### src/rtl/axis_bram_recorder.sv
// axis_bram_recorder
//   Captures an AXI4-Stream into BRAM port B so a CPU can read the words back
//   later through BRAM port A. Software programs cfg_length, raises cfg_start
//   and polls sts_done / sts_count.
//   CONTINUOUS = 0 : one-shot, fills cfg_length words then stops in DONE.
//   CONTINUOUS = 1 : circular buffer of cfg_length words until cfg_start falls.
//
// Ports
//   aclk, aresetn            clock, asynchronous active-low reset
//   cfg_start                level; rising edge arms a run, low aborts/re-arms
//   cfg_length               words per run, 0 selects the full BRAM depth
//   sts_count                one-shot: words written; continuous: next address
//   sts_busy / sts_done      high in RUN / DONE
//   s_axis_tdata/tvalid/tready  input stream
//   bram_portb_*             registered BRAM write port (clk, rst, addr, data, we)
module axis_bram_recorder #(
    parameter int DATA_WIDTH      = 32,
    parameter int BRAM_ADDR_WIDTH = 10,
    parameter int CONTINUOUS      = 0
) (
    input  logic                       aclk,
    input  logic                       aresetn,
    input  logic                       cfg_start,
    input  logic [BRAM_ADDR_WIDTH-1:0] cfg_length,
    output logic [BRAM_ADDR_WIDTH:0]   sts_count,
    output logic                       sts_busy,
    output logic                       sts_done,
    input  logic [DATA_WIDTH-1:0]      s_axis_tdata,
    input  logic                       s_axis_tvalid,
    output logic                       s_axis_tready,
    output logic                       bram_portb_clk,
    output logic                       bram_portb_rst,
    output logic [BRAM_ADDR_WIDTH-1:0] bram_portb_addr,
    output logic [DATA_WIDTH-1:0]      bram_portb_wrdata,
    output logic [DATA_WIDTH/8-1:0]    bram_portb_we
);

    localparam int AW   = BRAM_ADDR_WIDTH;
    localparam bit CIRC = (CONTINUOUS != 0);

    typedef enum logic [1:0] {
        IDLE = 2'd0,
        RUN  = 2'd1,
        DONE = 2'd2
    } state_t;

    state_t          state;
    logic            start_q;
    logic [AW-1:0]   len_q;
    logic [AW:0]     ptr;
    logic            tready_q;
    logic            busy_q;
    logic            done_q;

    logic            rise;
    logic            beat;
    logic [AW-1:0]   last;
    logic            at_last;

    assign rise    = cfg_start & ~start_q;
    assign beat    = s_axis_tvalid & tready_q;
    // len_q = 0 wraps to all ones, i.e. the full depth
    assign last    = len_q - 1'b1;
    assign at_last = (ptr[AW-1:0] == last);

    assign sts_count      = ptr;
    assign sts_busy       = busy_q;
    assign sts_done       = done_q;
    assign s_axis_tready  = tready_q;
    assign bram_portb_clk = aclk;
    assign bram_portb_rst = ~aresetn;

    always_ff @(posedge aclk or negedge aresetn) begin
        if (!aresetn) begin
            state             <= IDLE;
            start_q           <= 1'b0;
            len_q             <= '0;
            ptr               <= '0;
            tready_q          <= 1'b0;
            busy_q            <= 1'b0;
            done_q            <= 1'b0;
            bram_portb_addr   <= '0;
            bram_portb_wrdata <= '0;
            bram_portb_we     <= '0;
        end else begin
            start_q       <= cfg_start;
            bram_portb_we <= '0;
            case (state)
                IDLE: begin
                    if (rise) begin
                        len_q    <= cfg_length;
                        ptr      <= '0;
                        state    <= RUN;
                        tready_q <= 1'b1;
                        busy_q   <= 1'b1;
                    end
                end
                RUN: begin
                    if (beat) begin
                        bram_portb_addr   <= ptr[AW-1:0];
                        bram_portb_wrdata <= s_axis_tdata;
                        bram_portb_we     <= '1;
                        if (CIRC) begin
                            ptr <= at_last ? '0 : {1'b0, ptr[AW-1:0] + 1'b1};
                        end else begin
                            ptr <= ptr + 1'b1;
                        end
                    end
                    // abort wins over completion; a beat in this cycle is still kept
                    if (!cfg_start) begin
                        state    <= IDLE;
                        tready_q <= 1'b0;
                        busy_q   <= 1'b0;
                    end else if (beat && at_last && !CIRC) begin
                        state    <= DONE;
                        tready_q <= 1'b0;
                        busy_q   <= 1'b0;
                        done_q   <= 1'b1;
                    end
                end
                DONE: begin
                    if (!cfg_start) begin
                        state  <= IDLE;
                        done_q <= 1'b0;
                    end
                end
                default: begin
                    state    <= IDLE;
                    tready_q <= 1'b0;
                    busy_q   <= 1'b0;
                    done_q   <= 1'b0;
                end
            endcase
        end
    end

endmodule

### config.mk
export PLATFORM = sky130hd
export DESIGN_NAME = axis_bram_recorder
export DESIGN_NICKNAME = d
export VERILOG_FILES = /design/src/rtl/axis_bram_recorder.sv
export SDC_FILE = /design/constraint.sdc
export NUM_CORES = 1
export LEC_CHECK = 0
export ABC_AREA = 1
export BUFFER_PORTS_ARGS = -buffer_cell sky130_fd_sc_hd__buf_4
export CAP_MARGIN = 20
export CELL_PAD_IN_SITES_DETAIL_PLACEMENT = 0
export CELL_PAD_IN_SITES_GLOBAL_PLACEMENT = 2
export CORE_ASPECT_RATIO = 0.6
export CORE_MARGIN = 1.5
export CORE_UTILIZATION = 28
export CTS_CLUSTER_SIZE = 12
export DETAILED_ROUTE_END_ITERATION = 10
export PLACE_DENSITY_LB_ADDON = 0.1
export SLEW_MARGIN = 40
export SYNTH_ARGS = -nofsm -noshare
export SYNTH_HDL_FRONTEND = slang
export SYNTH_SLANG_ARGS = --single-unit
### constraint.sdc
create_clock -name aclk -period 2.1 [get_ports aclk]
set_clock_uncertainty 0.15 [all_clocks]
set_input_delay 0.105 -clock aclk [delete_from_list [all_inputs] [get_ports aclk]]
set_output_delay 0.105 -clock aclk [all_outputs]
set_load 0.03 [all_outputs]
After elaboration in Yosys (flattened, before gate mapping) --
Index checks and enable logic that the tools add are counted.
Operators by class: add/subtract/negate cells 2, bitwise gates (word level) 6, reductions and logical operators 9, equality and inequality tests 9, multiplexer cells 18
Operator list (number):
- $mux 11 | 2
- $pmux 11 s2 | 1
- $add 11x1->11 const B | 1
- $eq 10x10->1 | 1
- $ne 2x2->1 const B | 5
- $sub 10x1->10 const B | 1
- $reduce_and 3->1 | 3
- $mux 2 | 4
- $mux 4 | 2
- $mux 1 | 6
- $pmux 1 s3 | 2
- $pmux 2 s3 | 1
- $not 1->1 | 4
- $reduce_and 2->1 | 2
- $reduce_and 4->1 | 1
- $ne 3x3->1 const B | 1
- $and 1x1->1 | 2
- $eq 2x1->1 const B | 1
- $eq 2x2->1 const B | 1
- $logic_not 2->1 | 1
- $reduce_bool 2->1 | 1
- $logic_and 1x1->1 | 1
Storage, ports and cells: register bits 72, input bits 46, word-level logic and storage cells 53

Longest topological paths before layout --
word-level depth 6, depth in mapped cells 15, gate-level depth less buffers 15

==> key figures <==
Die
  • Std-Cell Rows: 29
  • Die Ht: 85.7 um
  • Die width: 141 um
  • Die Area: approximately 12000 um^2
  • Core area: ~11000 um^2
  • Initial Util: about 30%
  • Top Ports: ~110

Final layout
  • ANT cells: 0
  • Commonest cells after routing, fill and taps aside: nand2_1 (179), buf_4 (118), dfrtp_1 (69), dlygate4sd3_1 (44), inv_1 (20)
  • Area delta synth->final: 58.2%
  • Post-Layout Inst Area: 5050 um^2
  • Final net count: between 500 and 600
  • Share of cells above drive strength 1: 29.5%
  • Most common cell after layout, fill and taps aside: nand2_1

Placed design
  • Routability cong.: approximately 0.8
  • IO buf count: around 110
  • Dpl hpwl: between 6000 and 7000 um
  • Post-DP Area: about 4200 um^2

STA
  • Fin crit period: about 1.9 ns
  • Max_slew headroom: between 70% and 80%
  • Tightest Pin Transition: approximately 0.40 ns
  • Peak Freq: ~520 MHz
  • TNS Setup: 0 ns
  • Final Max Slew Viols: 0
  • Unrepaired setup endpoints after global routing: no
  • Worst hold slack: ~0.071 ns
  • Setup violators final: 0
  • Hold Fails Final Rpt: 0
  • Period utilisation layout: 92.2%

Worst setup path
  • Crit start category: register
  • CP max FO: 3
  • Element type at the critical path end: register
  • Crit Path Category: reg2reg
  • Worst Path Required: approximately 2.3 ns
  • CP startpoint: len_q[1]
  • Crit path DAT: between 2 and 2.5 ns
  • Worst R2R Start: len_q[1]
  • Reg2Reg Setup Slack: 0.16 ns

Routing
  • Routed Antenna Nets: 0
  • DR DRC count: 0
  • Drt total wl: 9320 um
  • DR WL/cell: ~13 um
  • Initial DRT Pass Iterations: 4
  • 1st-iter DRT viols: 88
  • Total number of vias: about 2900
  • Avg Vias per Cell: between 4 and 5

Global route
  • Vias in the first global route: ~3000
  • First-pass GRT wire length: ~16000 um
  • Largest net degree at the start of global routing: between 50 and 60
  • Initial antenna violation count: 0
  • GRT Residual Overflow: 0
  • GR Util All Layers: between 10% and 20%

Yosys
  • Post-synthesis xor/xnor area fraction: under 10%
  • Post-synthesis cell type count: 31
  • Register area share after synthesis: 54.1%
  • Synth Net Count: 433
  • Flops & latches, synth: between 60 and 70
  • Post-synthesis mux area share: 0%
  • Avg Synthesized Cell Area: 8.29 um^2
  • Synthesized area: between 3000 and 4000 um^2
  • Yosys top cell area share: approximately 54%
  • Synth Area in Simple Gates: roughly a third
  • Synth Instances: between 300 and 400
  • Compound-cell area share of the yosys netlist: 4.74%
  • Post-synthesis adder-cell area fraction: less than 1%
  • Largest family of logic cells by synthesized area: simple AND/OR/NAND/NOR gates
  • Synth warn: 0
  • Most area-consuming cells after synthesis: dfrtp_1 (54%), nand2_1 (21%), o21ai_0 (2.7%), inv_1 (2.6%), nor2_1 (2.6%)
  • Area leader, netlist: dfrtp_1

Pwr
  • Switching part of the total: 38.7%
  • Sw Pwr: between 0.002 and 0.003 W
  • P_leak: ~2.7 nW
  • PwrDens: roughly 1300 nW/um^2
  • VDD IR-drop max: slightly above 0.0006 V
  • Int Pwr: 0.00402 W
  • Flop pwr share: about a third
  • Power share of the clock group: around 28%
  • Gate power share: about two fifths
  • Power Total: around 0.0066 W

Outcome
  • Status: complete, no violations

Clock tree
  • CTS tree: built
  • Clk slew on worst S/H paths: ~0.050 ns
  • Clk Latency, worst-skew pair: ~0.44 ns

Run
  • Maxcap violations: 0

Hold path
  • Min-Delay Path Class: in2reg
  • Worst hold start: s_axis_tvalid
## cell usage after synthesis (all sizes together)
cell,instances
a21boi,1
a21oi,7
buf,8
clkbuf,8
clkinv,1
dfrtp,69
ha,2
inv,24
nand2,185
nand3,16
nor2,28
nor3,5
o21ai,18
o21bai,1
o31ai,1
xnor2,5
xor2,6
## flip-flops by register name, summed over array words and instances (netlist names)
name               flops
state                  2
bram_portb_wrdata     32
sts_done               1
bram_portb_we          1
bram_portb_addr       10
sts_busy               1
len_q                 10
sts_count             11
start_q                1
## final timing paths
path	cells after the start	end
max reg2reg	13	sts_done
max	13	sts_done
min in group asynchronous	3	sts_count[6]
max in group asynchronous	3	bram_portb_wrdata[4]
min	6	sts_count[0]
min reg2reg	2	bram_portb_wrdata[15]
## per-layer routing
| metal | GRT usage, % | share of wire (%) |
|---|---|---|
| met3 | 5.92 | 5.8 |
| met1 | 23.9 | 52 |
| met5 | 0 | 0 |
| met2 | 24.3 | 41 |
| met4 | 5.02 | 1.0 |
## cell families (layout without fill, tap and decap cells)
kind of cell | count (synthesis) | after routing
AND/OR/NAND/NOR | 234 | 234
flip-flops | 69 | 69
buffers and inverters | 41 | 208
AO/OA/AOI/OAI | 28 | 28
XOR/XNOR | 11 | 11
adder cells (fa/ha/maj) | 2 | 2
## stage by stage
stage	instances	worst slack [ns]	util, %
detailed placement	627	0.0272	38.9
floorplan	385	0.187	-
finish	691	0.164	46.7
CTS	690	0.00406	46.5
global route	691	0.000567	46.7
global placement	627	0.0962	38.9
## critical path, stage by stage (launching register included)
cell	delay, ns
dfrtp_1	0.40
nor2_2	0.16
nand2_1	0.07
nor2_1	0.15
buf_4	0.16
nand3_1	0.06
nand2_1	0.09
nand2_1	0.08
nor2_2	0.15
nand3_1	0.11
nand2_1	0.08
nand2_1	0.06
nand2_1	0.05
nand2_1	0.04
## power by group through the flow
| stage | logic (W) | clock network, W | registers (W) |
|---|---|---|---|
| floorplan | 0.000798 | 0.0000713 | 0.00277 |
| global placement | 0.00253 | 0.0000713 | 0.00207 |
| detailed placement | 0.00253 | 0.0000713 | 0.00208 |
| CTS | 0.00261 | 0.00193 | 0.00207 |
| global route | 0.00285 | 0.00198 | 0.00214 |
| finish | 0.00262 | 0.00186 | 0.00207 |
## final cells by class
| cell class | count | area (um^2) |
|---|---|---|
| clock buffers | 18 | 347 |
| clock inverters | 1 | 30.0 |
| fillers | 1075 | 5760 |
| inverters | 25 | 93.8 |
| multi-input cells | 275 | 1320 |
| flip-flops and latches | 69 | 1730 |
| well taps | 139 | 174 |
| repair buffers | 164 | 1360 |
## timing repair
| action | 4_1_cts | 5_1_grt |
|---|---|---|
| hold buffers | 45 | 0 |
| setup endpoints to repair | 0 | 5 |
| gates resized for setup | 0 | 10 |
| setup buffers | 0 | 1 |
| hold endpoints to repair | 116 | 0 |
(Power assumes the default switching activity.)
